<file path="config.mk">
export PLATFORM = sky130hd
export DESIGN_NAME = apb_cot
export DESIGN_NICKNAME = d
export VERILOG_FILES = /design/src/rtl/apb_cot.sv
export SDC_FILE = /design/constraint.sdc
export NUM_CORES = 1
export LEC_CHECK = 0
export CAP_MARGIN = 25
export CORE_UTILIZATION = 48
export DETAILED_ROUTE_END_ITERATION = 12
export GPL_TIMING_DRIVEN = 0
export PLACE_DENSITY = 0.89
export SKIP_LAST_GASP = 1
export SYNTH_ARGS = -nofsm -noshare
export SYNTH_HDL_FRONTEND = slang
export SYNTH_SLANG_ARGS = --single-unit
</file>
<file path="constraint.sdc">
create_clock -name PCLK -period 5.2 [get_ports PCLK]
set_clock_uncertainty 0.2 [all_clocks]
set_input_delay 1.04 -clock PCLK [delete_from_list [all_inputs] [get_ports PCLK]]
set_output_delay 1.04 -clock PCLK [all_outputs]
set_load 0.02 [all_outputs]
</file>
<file path="src/rtl/apb_cot.sv">
// apb_cot: free-running APB master driving a tan(n*pi/4) lookup slave
module apb_cot (
  input  logic        PCLK,
  input  logic        PRESET,
  input  logic        PWRITE_MASTER,
  input  logic [31:0] PADDR_MASTER,
  input  logic [31:0] PWDATA_MASTER,
  output logic [31:0] PRDATA_MASTER,
  output logic        PSEL,
  output logic        PENABLE,
  output logic        PWRITE,
  output logic [31:0] PADDR,
  output logic [31:0] PWDATA,
  output logic [31:0] PRDATA,
  output logic        PREADY
);
  typedef enum logic [1:0] {IDLE, SETUP, ACCESS} state_t;
  state_t      state_q, state_d;
  logic        pwrite_q, pwrite_d;
  logic [31:0] paddr_q, paddr_d, pwdata_q, pwdata_d, prdm_q, prdm_d;
  logic [31:0] ctrl_q, ctrl_d, out_q, out_d, fn;
  logic        wr_en;
  assign PSEL          = state_q != IDLE;
  assign PENABLE       = state_q == ACCESS;
  assign PWRITE        = pwrite_q;
  assign PADDR         = paddr_q;
  assign PWDATA        = pwdata_q;
  assign PRDATA_MASTER = prdm_q;
  assign PREADY        = PSEL & PENABLE;
  assign PRDATA        = (PREADY && !PWRITE) ? (PADDR == 32'h0 ? ctrl_q : PADDR == 32'h4 ? out_q : 32'h0) : 32'h0;
  assign fn            = PWDATA[1] ? (PWDATA[0] ? 32'hFFFF_FFFF : 32'h7FFF_FFFF) : {31'd0, PWDATA[0]};
  assign wr_en         = PREADY & PWRITE & (PADDR == 32'h0);
  // Master sequencing: a new request is captured whenever the FSM enters SETUP
  always_comb begin
    state_d  = state_q;
    pwrite_d = pwrite_q;
    paddr_d  = paddr_q;
    pwdata_d = pwdata_q;
    prdm_d   = prdm_q;
    case (state_q)
      IDLE:    state_d = SETUP;
      SETUP:   state_d = ACCESS;
      ACCESS:  state_d = PREADY ? SETUP : ACCESS;
      default: state_d = IDLE;
    endcase
    if (state_d == SETUP) begin
      pwrite_d = PWRITE_MASTER;
      paddr_d  = PADDR_MASTER;
      pwdata_d = PWDATA_MASTER;
    end
    if (PREADY && !PWRITE) prdm_d = PRDATA;
  end
  // Slave registers: a write to control also refreshes the result
  always_comb begin
    ctrl_d = wr_en ? PWDATA : ctrl_q;
    out_d  = wr_en ? fn : out_q;
  end
  // State and register storage with asynchronous clear
  always_ff @(posedge PCLK or negedge PRESET) begin
    if (!PRESET) begin
      state_q  <= IDLE;
      pwrite_q <= 1'b0;
      paddr_q  <= 32'h0;
      pwdata_q <= 32'h0;
      prdm_q   <= 32'h0;
      ctrl_q   <= 32'h0;
      out_q    <= 32'h0;
    end else begin
      state_q  <= state_d;
      pwrite_q <= pwrite_d;
      paddr_q  <= paddr_d;
      pwdata_q <= pwdata_d;
      prdm_q   <= prdm_d;
      ctrl_q   <= ctrl_d;
      out_q    <= out_d;
    end
  end
endmodule

</file>
==> metrics.md, run 1 <==
| Metric | Value |
|---|---|
| Fmax | `0.226 GHz` |
| Placement Setup Slack | `1.26 ns` |
| Gate Count Post-Synth | `419` |
| Flop pwr share | `0.442` |
| Global-route wire length before repair | `22900 µm` |
| RSZ-0062 raised after global routing | `no` |
| Gr ovfl total | `0` |
| Largest net degree at the start of global routing | `68` |
| Inst Count DP | `758` |
| Detailed Place HPWL | `10600 µm` |
| DR vias/cell | `5.34` |
| Post-CTS Hold Buffers | `0` |
| Worst min path class | `flip-flop to flip-flop` |
| Std cell rows | `38` |
| # fillers | `733` |
| Period minus WS final | `4.42 ns` |
| Slew headroom | `0.525` |
| Crit start category | `flip-flop` |
| Final hold viol count | `0` |
| Worst skew pair latency | `0.41 ns` |
| Most common cell in the netlist | `dfrtp_1` |
| Setup TNS | `0 ns` |
| Reg2Reg Depth | `5` |
| Unique cell type count in the Yosys netlist | `25` |
| Total power draw | `2.45 mW` |
| Register area share after synthesis | `0.614` |
| Net Sw Frac | `0.229` |
| # DRC | `0` |
| Mapped Nets | `486` |
| Total wire length | `14600 µm` |
| Share of layout cells above drive strength 1 | `0.228` |
| Max-cap violations | `0` |
| Vias in the first global route | `4441` |
| Final setup viols | `0` |
| WS Path Type | `flip-flop to output port` |
| FF+latch count, synth | `133` |
| Wire per inst | `18.5 µm` |
| Worst Path Required | `3.96 ns` |
| Die Area | `0.0117 mm²` |
| Fin crit share | `0.851` |
| Clock transition at the registers of the reported paths | `0.06 ns` |
| CTS root buf | `clkbuf_16` |
| Synth Flop Type | `dfrtp_1` |
| Peak fanout along the critical path | `10` |
| CTS buffer count | `17` |
| Multi-input logic area | `0.00189 mm²` |
| Chip height | `108 µm` |
| Initial antenna violation count | `0` |
| Post-synth top area share | `0.614` |
| P per Cell Area | `299 mW/mm²` |
| Yosys synthesis warning count | `0` |
| Leakage | `3.44 nW` |
| Core ar. | `0.0109 mm²` |
| Synth top cells by count | `133 x dfrtp_1, 96 x mux2_2, 35 x nor2_1, 33 x nand2_1, 32 x o31ai_1` |
| P_int | `1.89 mW` |
| Status | `complete, no violations` |
| Count of final max-slew check failures | `0` |
| Register area | `0.00333 mm²` |
| Clock Path Buffers | `2` |
| Routed Antenna Nets | `0` |
| Psw | `0.562 mW` |
| Avg Inst Size Synth | `12.9 µm²` |
| Routability cong. | `0.769` |
| Clock network power share | `0.480` |
| # resized after CTS | `0` |
| EDFF count, synth | `0` |
| Asr flop ratio synth | `1.00` |
| Mapped cell area | `0.00542 mm²` |
| I/O pin count | `199` |
| Area Overhead vs Synth | `51.2%` |
| Hold slack | `0.261 ns` |
| Port-buffer cells | `198` |
| VDD IR max | `0.000218 V` |
| Net count, final | `704` |
| Synth area leader | `dfrtp_1` |
| N_diodes | `0` |
| Initial DRC Count | `163` |
| Worst setup margin | `0.775 ns` |
| Synth area leaders | `dfrtp_1 61%, mux2_2 20%, o31ai_1 4.4%` |
| Total track usage | `0.264` |
| CTS tree | `yes` |
| Combinational Power Share | `0.078` |
| DRT Pass-1 Iters | `4` |
| Initial core utilization | `0.496` |
| H-Tree Depth | `4` |
| Die W | `108 µm` |
| Clock sink count | `133` |
| Crit path arrival time | `3.18 ns` |
| Post-CTS setup buffers | `0` |
| Finished Layout Cells | `790` |
| Slew @ Worst Pin | `0.713 ns` |
| Via count | `4220` |
| Hold-critical path depth | `1` |
| Crit end category | `output port` |
-- cells in the final DEF, fill, tap and decap left out, types with 13 or more instances in the layout --
cell / count
a21oi_1: 29
clkbuf_1: 13
clkbuf_16: 17
clkdlybuf4s50_1: 197
dfrtp_1: 133
mux2_2: 96
nand2_1: 33
nor2_1: 35
o31ai_1: 32
-- worst max-delay path, stage by stage (launching register included) --
cell	delay, ns
dfrtp_1	0.41
nor4_1	0.41
nand4_1	0.30
or3_1	0.42
clkbuf_1	0.18
buf_2	0.23
nor2_1	0.19
clkdlybuf4s50_1	0.64
-- power groups by stage --
stage	logic, mW	registers (mW)	clock network (mW)
2_1_floorplan	0.0284	1.13	0
3_3_place_gp	0.187	1.10	0
3_5_place_dp	0.194	1.10	0
4_1_cts	0.195	1.08	1.19
5_1_grt	0.206	1.09	1.24
6_report	0.192	1.08	1.18
-- kinds of logic after synthesis --
| logic type | count (synthesis) | synth area share |
|---|---|---|
| buf+inv | 39 | 0.0385 |
| mux | 101 | 0.209 |
| flops | 133 | 0.614 |
| compound gates | 61 | 0.0710 |
| simple gates | 85 | 0.0681 |
-- layer usage --
| layer | share of wire | global-route usage | wire (µm) | up-vias |
|---|---|---|---|---|
| met2 | 0.52 | 0.457 | 7570 | 154 |
| met3 | 0.079 | 0.0910 | 1150 | 27 |
| met1 | 0.38 | 0.295 | 5580 | 2125 |
| met4 | 0.020 | 0.115 | 295 | 0 |
| met5 | 0 | 0 | 0 | - |
| li1 | - | - | - | 1914 |
-- flip-flops by register name (all words and copies together), names as in the netlist --
signal	flops
PADDR	32
PRDATA_MASTER	32
PWDATA	32
PWRITE	1
ctrl_q	32
out_q	2
state_q	2
-- cell type report --
class	instances	area share
repair buffers	199	0.245
plain buffers	34	0.0232
well taps	140	0.0214
clock buffers	18	0.0536
multi-input cells	247	0.230
clock inverters	14	0.0185
inverters	5	0.00229
flip-flops and latches	133	0.406
-- path summary, 6_finish.rpt --
path                       slack, ns                     end             startpoint
min in group asynchronous       0.42   PADDR[26]$_DFFE_PN0N_                 PRESET
max                             0.78               PRDATA[8]  PADDR[17]$_DFFE_PN0N_
max in group asynchronous       3.65  ctrl_q[24]$_DFFE_PN0P_                 PRESET
min reg2reg                     0.26    state_q[1]$_DFF_PN0_   state_q[1]$_DFF_PN0_
max reg2reg                     2.68  ctrl_q[10]$_DFFE_PN0P_  PADDR[17]$_DFFE_PN0N_
min                             0.26    state_q[1]$_DFF_PN0_   state_q[1]$_DFF_PN0_
-- metrics by stage --
| step | area (µm²) | utilization |
|---|---|---|
| floorplan | 5420 | - |
| global placement | 7580 | 0.693 |
| detailed placement | 7610 | 0.696 |
| CTS | 8200 | 0.750 |
| global route | 8200 | 0.750 |
| finish | 8200 | 0.750 |
No activity file was read; power rests on OpenSTA's default activity.
==> run 2, diff against run 1 <==
--- a/config.mk
+++ b/config.mk
@@ -6,10 +6,14 @@
 export NUM_CORES = 1
 export LEC_CHECK = 0
 export CAP_MARGIN = 25
-export CORE_UTILIZATION = 48
+export CELL_PAD_IN_SITES_DETAIL_PLACEMENT = 0
+export CELL_PAD_IN_SITES_GLOBAL_PLACEMENT = 2
+export CORE_UTILIZATION = 30
 export DETAILED_ROUTE_END_ITERATION = 12
 export GPL_TIMING_DRIVEN = 0
-export PLACE_DENSITY = 0.89
+export PLACE_DENSITY = 0.88
+export REMOVE_ABC_BUFFERS = 1
+export SETUP_SLACK_MARGIN = 0.15
 export SKIP_LAST_GASP = 1
 export SYNTH_ARGS = -nofsm -noshare
 export SYNTH_HDL_FRONTEND = slang
==> run 2 against run 1 <==
Compared with the run above: sequential share of layout area down 0.33 points; worst hold slack got worse by 0.021 ns; critical path depth is 1 lower; global-route usage fell by 9.6 points; die area rose by 59%; core utilization down 28 points; total power up 0.11%; first-iteration DRC count increased by 9.2%; wire length grew 1.3%; non-clock buffer count shrank 27; largest cell class unchanged; highest routed layer unchanged.
==> metrics.md, run 2 (synthesis gave the netlist of run 1 again) <==
| Metric | Value |
|---|---|
| Core ar. | `0.0175 mm² (was 0.0109 mm²)` |
| Crit path arrival time | `3.50 ns (was 3.18 ns)` |
| Die Area | `0.0186 mm² (was 0.0117 mm²)` |
| Net Sw Frac | `0.225 (was 0.229)` |
| Finished Layout Cells | `848 (was 790)` |
| Global routing usage on met2 | `0.272 (was 0.457)` |
| Routability cong. | `0.771 (was 0.769)` |
| Inst Count DP | `815 (was 758)` |
| # fillers | `1532 (was 733)` |
| RSZ-0062 raised after global routing | `no (unchanged)` |
| Hold Path Origin | `state_q[1]$_DFF_PN0_ (unchanged)` |
| Period minus WS final | `4.74 ns (was 4.42 ns)` |
| Initial antenna violation count | `0 (unchanged)` |
| Clock transition at the registers of the reported paths | `0.06 ns (about the same)` |
| Slew headroom | `0.448 (was 0.525)` |
| GR peak layer | `met2 (unchanged)` |
| Reg2Reg Depth | `5 (unchanged)` |
| P per Cell Area | `297 mW/mm² (was 299 mW/mm²)` |
| Port-buffer cells | `198 (unchanged)` |
| WS Path Type | `flip-flop to output port (unchanged)` |
| Wire per inst | `17.4 µm (was 18.5 µm)` |
| Share of layout cells above drive strength 1 | `0.228 (about the same)` |
| Fin crit share | `0.911 (was 0.851)` |
| VDD IR max | `0.000217 V (was 0.000218 V)` |
| Flop2flop setup slack | `2.40 ns (was 2.68 ns)` |
| Clock sink count | `133 (unchanged)` |
| Crit end category | `output port (unchanged)` |
| Multi-input logic area | `0.00190 mm² (was 0.00189 mm²)` |
| Final setup viols | `0 (unchanged)` |
| R2r endpoint | `ctrl_q[30]$_DFFE_PN0P_ (was ctrl_q[10]$_DFFE_PN0P_)` |
| Psw | `0.553 mW (was 0.562 mW)` |
| Combinational Power Share | `0.078 (about the same)` |
| Detailed Place HPWL | `9950 µm (was 10600 µm)` |
| Area Overhead vs Synth | `52.6% (was 51.2%)` |
| Peak fanout along the critical path | `35 (was 10)` |
| Initial DRC Count | `178 (was 163)` |
| Worst skew pair latency | `0.41 ns (about the same)` |
| Leakage | `3.43 nW (was 3.44 nW)` |
| Hold-critical path depth | `1 (unchanged)` |
| Clock Path Buffers | `2 (unchanged)` |
| GR Util met3 | `0.0686 (was 0.0910)` |
| Total wire length | `14800 µm (was 14600 µm)` |
| Slew @ Worst Pin | `0.829 ns (was 0.713 ns)` |
| Reg2reg start | `state_q[0]$_DFF_PN0_ (was PADDR[17]$_DFFE_PN0N_)` |
| Count of final max-slew check failures | `0 (unchanged)` |
| N_diodes | `0 (unchanged)` |
| Post-CTS Hold Buffers | `0 (unchanged)` |
| Initial core utilization | `0.310 (was 0.496)` |
| Global-route wire length before repair | `23200 µm (was 22900 µm)` |
| P_int | `1.90 mW (was 1.89 mW)` |
| Vias in the first global route | `4316 (was 4441)` |
| Final hold viol count | `0 (unchanged)` |
| Worst Path Required | `3.96 ns (about the same)` |
| DR vias/cell | `4.81 (was 5.34)` |
| Status | `complete, no violations (unchanged)` |
| Most frequent cells in the layout | `197 x clkdlybuf4s50_1, 132 x dfrtp_1, 96 x mux2_2 (was 197 x clkdlybuf4s50_1, 133 x dfrtp_1, 96 x mux2_2)` |
| Fmax | `0.211 GHz (was 0.226 GHz)` |
| # DRC | `0 (unchanged)` |
| Total power draw | `2.46 mW (was 2.45 mW)` |
| Register area | `0.00333 mm² (about the same)` |
| CTS tree | `yes (unchanged)` |
| Total track usage | `0.168 (was 0.264)` |
| Max-cap violations | `0 (unchanged)` |
| Gr ovfl total | `0 (unchanged)` |
| Clock network power share | `0.481 (was 0.480)` |
| H-Tree Depth | `4 (unchanged)` |
| Chip height | `136 µm (was 108 µm)` |
| Die W | `136 µm (was 108 µm)` |
| Std cell rows | `48 (was 38)` |
| DRT Pass-1 Iters | `4 (unchanged)` |
| GR Util met1 | `0.203 (was 0.295)` |
| Crit start category | `flip-flop (unchanged)` |
| Net count, final | `677 (was 704)` |
| Via count | `4075 (was 4220)` |
| Largest net degree at the start of global routing | `79 (was 68)` |
| I/O pin count | `199 (unchanged)` |
| Worst min path class | `flip-flop to flip-flop (unchanged)` |
| Routed Antenna Nets | `0 (unchanged)` |
| Most common cell after layout, fill and taps aside | `clkdlybuf4s50_1 (unchanged)` |
| CTS root buf | `clkbuf_16 (unchanged)` |
| CTS buffer count | `17 (unchanged)` |
| Flop pwr share | `0.441 (was 0.442)` |
| Hold worst-path end | `state_q[1]$_DFF_PN0_ (unchanged)` |
==> run 2: changes by cell type in the layout (fill, tap and decap cells not counted), sizes merged <==
cell,change
clkinv,+2
clkbuf,-11
clkinvlp,-3
buf,-13
inv,-2
==> run 2: worst max-delay path, cell delays in order, from the launching register on <==
cell	delay, ns
dfrtp_4	0.72
nor2b_1	0.40
nand2b_2	0.35
or3_4	0.62
buf_8	0.21
nor2_1	0.12
clkdlybuf4s50_1	0.65
==> run 2: routing by layer <==
| metal | vias to the layer above | wire, µm |
|---|---|---|
| li1 | 1857 | - |
| met1 | 2041 | 6310 |
| met2 | 165 | 7010 |
| met3 | 12 | 1320 |
| met4 | 0 | 148 |
| met5 | - | 0 |
==> run 2: timing repair <==
action | 4_1_cts | 5_1_grt
endpoints found under the setup margin | 20 | 14
resized for setup | 1 | 1
setup buffers | 1 | 0
==> run 2: worst max-delay path by stage <==
stage                                     from  slack (ns)    endpoint
final                     state_q[0]$_DFF_PN0_        0.46  PRDATA[28]
after detailed placement  state_q[0]$_DFF_PN0_        0.41  PRDATA[31]
after global routing      state_q[0]$_DFF_PN0_        0.30  PRDATA[12]
after floorplan           state_q[0]$_DFF_PN0_       -0.56  PRDATA[10]
after CTS                 state_q[0]$_DFF_PN0_        0.19  PRDATA[28]
after global placement    state_q[0]$_DFF_PN0_       -2.65  PRDATA[25]
==> run 2: power by group through the flow <==
| stage | clock network (mW) | registers, mW | logic (mW) |
|---|---|---|---|
| final | 1.18 | 1.08 | 0.192 |
| after detailed placement | 0 | 1.10 | 0.195 |
| after global placement | 0 | 1.10 | 0.187 |
| after CTS | 1.22 | 1.08 | 0.196 |
| after global routing | 1.27 | 1.09 | 0.206 |
| after floorplan | 0 | 1.13 | 0.0267 |
==> run 2: stage by stage <==
step	cell area [µm²]	TNS (ns)	setup slack [ns]	utilization	hold slack [ns]
3_5_place_dp	7670	0	0.410	0.439	0.233
6_report	8280	0	0.464	0.474	0.240
4_1_cts	8270	0	0.194	0.473	0.242
5_1_grt	8280	0	0.295	0.474	0.261
3_3_place_gp	7500	-393.88	-2.65	0.429	0.228
2_1_floorplan	5230	-17.88	-0.559	-	0.210
==> run 2: layout make-up <==
type	instances	area share
tap	225	0.0340
sequential	133	0.403
timing repair buffer	206	0.261
inverter	5	0.00227
multi-input combinational	247	0.229
clock buffer	21	0.0556
clock inverter	11	0.0151
==> variant 1: new RTL, flow settings as in run 1 <==
Make the reset (`PRESET`) synchronous in one clocked block. Comments in the files are not updated.
--- a/src/rtl/apb_cot.sv
+++ b/src/rtl/apb_cot.sv
@@ -57,5 +57,5 @@
   end
   // State and register storage with asynchronous clear
-  always_ff @(posedge PCLK or negedge PRESET) begin
+  always_ff @(posedge PCLK) begin
     if (!PRESET) begin
       state_q  <= IDLE;
Check against the original RTL: differs if PRESET is asserted again (counterexample within 4 cycles, from zero or initial values and one cycle with PRESET low); with PRESET held inactive, the same outputs for 10 cycles.
==> variant 1 against run 1 <==
Core utilization shrank 1.7 points; via count grew 24%; area after synthesis rose by 3.2%; critical path depth unchanged; wire length up 12%; setup slack worse by 0.14 ns; maximum frequency shrank 3.0%; design area increased by 1.6%; final cell count up 23%; power up 4.9%; sequential cell count unchanged.
==> variant 1: results (changes against run 1) <==
| Metric | Value |
|---|---|
| RR Endpoint | PRDATA_MASTER[27]$_SDFFE_PN0P_ (was ctrl_q[10]$_DFFE_PN0P_) |
| Total Routing Usage GR | 27.37% (was 26.40%) |
| WL met2 | 8140 um (was 7573 um) |
| Vias per cell | 5.348 (was 5.342) |
| Met2 layer usage reported by global route | 46.96% (was 45.68%) |
| Status | finished, final reports clean (unchanged) |
| Tmin final | 4.560 ns (was 4.425 ns) |
| Synth cell count leaders | dfxtp_1 (133), mux2i_1 (100), nand2_1 (99) (was dfrtp_1 (133), mux2_2 (96), nor2_1 (35)) |
| Syn_nets | 670 (was 486) |
| CP arrival | 3.32 ns (was 3.18 ns) |
| Switching share of power | 23.84% (was 22.89%) |
| Routing usage on met1 | 30.63% (was 29.49%) |
| Asr flop ratio synth | 0% (was 100.0%) |
| Flop-to-flop setup slack | 2.67 ns (was 2.68 ns) |
| Routed metal-1 wire length | 6371 um (was 5578 um) |
| IO Port Bufs | 197 (was 198) |
| Largest net degree at the start of global routing | 17 (was 68) |
| Register area share after synthesis | 47.56% (was 61.36%) |
| Routing usage on met3 | 8.583% (was 9.102%) |
| Mux share of post-synthesis cell area | 17.88% (was 20.88%) |
| Top cells by area, synth | dfxtp_1 (48%), mux2i_1 (18%), nor2b_1 (7.5%) (was dfrtp_1 (61%), mux2_2 (20%), o31ai_1 (4.4%)) |
| Post-DP Area | 7749 um^2 (was 7610 um^2) |
| DP Cell Count | 943 (was 758) |
| Hold EP | PRDATA_MASTER[18]$_SDFFE_PN0P_ (was state_q[1]$_DFF_PN0_) |
| Hold_ws | 0.2513 ns (was 0.2607 ns) |
| Via count of the first global-routing pass | 5295 (was 4441) |
| Origin of the worst min-delay path | PRDATA_MASTER[18]$_SDFFE_PN0P_ (was state_q[1]$_DFF_PN0_) |
| Syn avg cell area | 9.283 um^2 (was 12.94 um^2) |
| Worst setup path end | PRDATA[0] (was PRDATA[8]) |
| Vias | 5214 (was 4220) |
| Metal3 WL | 1298 um (was 1150 um) |
| Max VDD drop | 0.2219 mV (was 0.2180 mV) |
| First-pass GRT wire length | 25270 um (was 22880 um) |
| Worst slew margin | 50.74% (was 52.47%) |
| Synth Area in Compound Gates | 7.197% (was 7.105%) |
| Drt first pass iters | 5 (was 4) |
| Leading register cell type out of synthesis | dfxtp_1 (was dfrtp_1) |
| FF-to-FF Start | PADDR[15]$_SDFFE_PN0N_ (was PADDR[17]$_DFFE_PN0N_) |
| Routability cong. | 0.8456 (was 0.7694) |
| Share of layout cells above drive strength 1 | 6.250% (was 22.77%) |
[variant 1: cell count changes after synthesis, sizes merged, moves of 3 or more]
cell	run 1	this run
a21boi	0	32
buf	20	24
clkbuf	14	31
dfrtp	133	0
dfxtp	0	133
inv	5	2
mux2	97	0
mux2i	4	100
nand2	33	99
nor2b	1	68
o31ai	32	0
or4	0	32
[variant 1: critical path, delay by kind of cell, from the launching register on]
kind                   cells  cell delay (ns)
AND/OR/NAND/NOR            4             1.55
buffers and inverters      3             1.02
flip-flops                 1             0.32
[variant 1: cells by family (layout without fill, tap and decap cells)]
group,count (synthesis),after routing
mux,100,100
compound gates,63,63
flops,133,133
buf+inv,57,286
simple gates,250,250
[variant 1: cell type report]
type,count,area [um^2]
clock buffer,24,481.7
clock inverter,8,98.84
sequential,133,2663
fill,771,3040
buffer,55,244.0
multi-input combinational,413,2684
timing repair buffer,197,1972
tap,143,178.9
inverter,2,7.507
==> variant 2: new RTL, config.mk and constraints of run 1 <==
Made on the original files. Re-encode `state_t` (3 states) as one-hot, 3 bits wide.
--- a/src/rtl/apb_cot.sv
+++ b/src/rtl/apb_cot.sv
@@ -15,5 +15,5 @@
   output logic        PREADY
 );
-  typedef enum logic [1:0] {IDLE, SETUP, ACCESS} state_t;
+  typedef enum logic [2:0] {IDLE = 3'b001, SETUP = 3'b010, ACCESS = 3'b100} state_t;
   state_t      state_q, state_d;
   logic        pwrite_q, pwrite_d;
Behaviour: same outputs for any inputs over 10 cycles, from zero or initial values and one cycle with PRESET low; not proved beyond that.
==> variant 2 against run 1 <==
Die area is 1.2% higher; area after synthesis is 1.2% higher; design area is 0.35% higher; power is 1.3% lower; setup slack worse by 0.030 ns; wire length is 7.6% higher; first-iteration DRC count is 89% higher; maximum frequency is 0.68% lower; sequential cell count is 1 higher; clock power is 5% lower; critical path depth stayed put; count of clock-buffer cells in the layout is 1 higher; critical endpoint is now PRDATA[19]; largest cell class unchanged; highest routed layer unchanged.
==> variant 2: results (changes against run 1) <==
| Metric | Value |
|---|---|
| Number of cells on the worst hold path | 2 (was 1) |
| RR Endpoint | ctrl_q[16]$_DFFE_PN0P_ (was ctrl_q[10]$_DFFE_PN0P_) |
| Vias per cell | 5.441 (was 5.342) |
| First-pass GRT wire length | 24430 um (was 22880 um) |
| Clock net power | 1.12 mW (was 1.18 mW) |
| Register area share after synthesis | 61.08% (was 61.36%) |
| Leak Pwr | 3.422 nW (was 3.439 nW) |
| Hold EP | PRDATA_MASTER[6]$_DFFE_PN0P_ (was state_q[1]$_DFF_PN0_) |
| DP Cell Count | 762 (was 758) |
| Total Routing Usage GR | 27.72% (was 26.40%) |
| FF-to-FF Start | PADDR[16]$_DFFE_PN0N_ (was PADDR[17]$_DFFE_PN0N_) |
| Hold_ws | 0.2759 ns (was 0.2607 ns) |
| Post-DP Area | 7677 um^2 (was 7610 um^2) |
| Detailed Route Iter0 Violations | 308 (was 163) |
| Post-Layout Cell Count | 794 (was 790) |
| Detail Placement HPWL | 10890 um (was 10630 um) |
| Storage element area | 3354 um^2 (was 3328 um^2) |
| Status | finished, final reports clean (unchanged) |
| Top cells by area, synth | dfrtp_1 (61%), mux2_2 (20%), o31ai_1 (4.4%) (unchanged) |
| Max VDD drop | 0.2284 mV (was 0.2180 mV) |
| Flop-to-flop setup slack | 2.51 ns (was 2.68 ns) |
| CP peak stage delay | 0.67 ns (was 0.64 ns) |
| Via count of the first global-routing pass | 4672 (was 4441) |
| Pre-CTS setup slack | 1.395 ns (was 1.257 ns) |
| Final WL | 15710 um (was 14600 um) |
| Synth cell count leaders | dfrtp_1 (133), mux2_2 (96), nor2_1 (36) (was dfrtp_1 (133), mux2_2 (96), nor2_1 (35)) |
| Largest net degree at the start of global routing | 75 (was 68) |
[variant 2: routing by layer]
metal | GRT usage [%] | vias to the layer above | wire, um
li1 | - | 1918 | -
met1 | 31.86 | 2171 | 5944
met2 | 47.53 | 202 | 8072
met3 | 9.026 | 29 | 1260
met4 | 11.29 | 0 | 429
met5 | 0 | - | 0
[variant 2: area by class of cell]
cell class	instances	share of cell area, %
inverter	6	0.2737
clock inverter	13	1.323
clock buffer	19	5.382
multi-input combinational	251	23.23
sequential	134	40.76
timing repair buffer	199	24.43
buffer	32	2.463
tap	140	2.129
[variant 2: cells by family after synthesis]
group	count (synthesis)	synth area share (%)
AO/OA/AOI/OAI	63	7.200
buffers and inverters	38	4.101
multiplexers	100	20.41
AND/OR/NAND/NOR	88	7.200
flip-flops	134	61.08
[variant 2: worst max-delay path, delay by kind of cell (launching register included)]
| kind | cells | cell delay, ns |
|---|---|---|
| buf+inv | 3 | 0.99 |
| flops | 1 | 0.43 |
| simple gates | 4 | 1.40 |
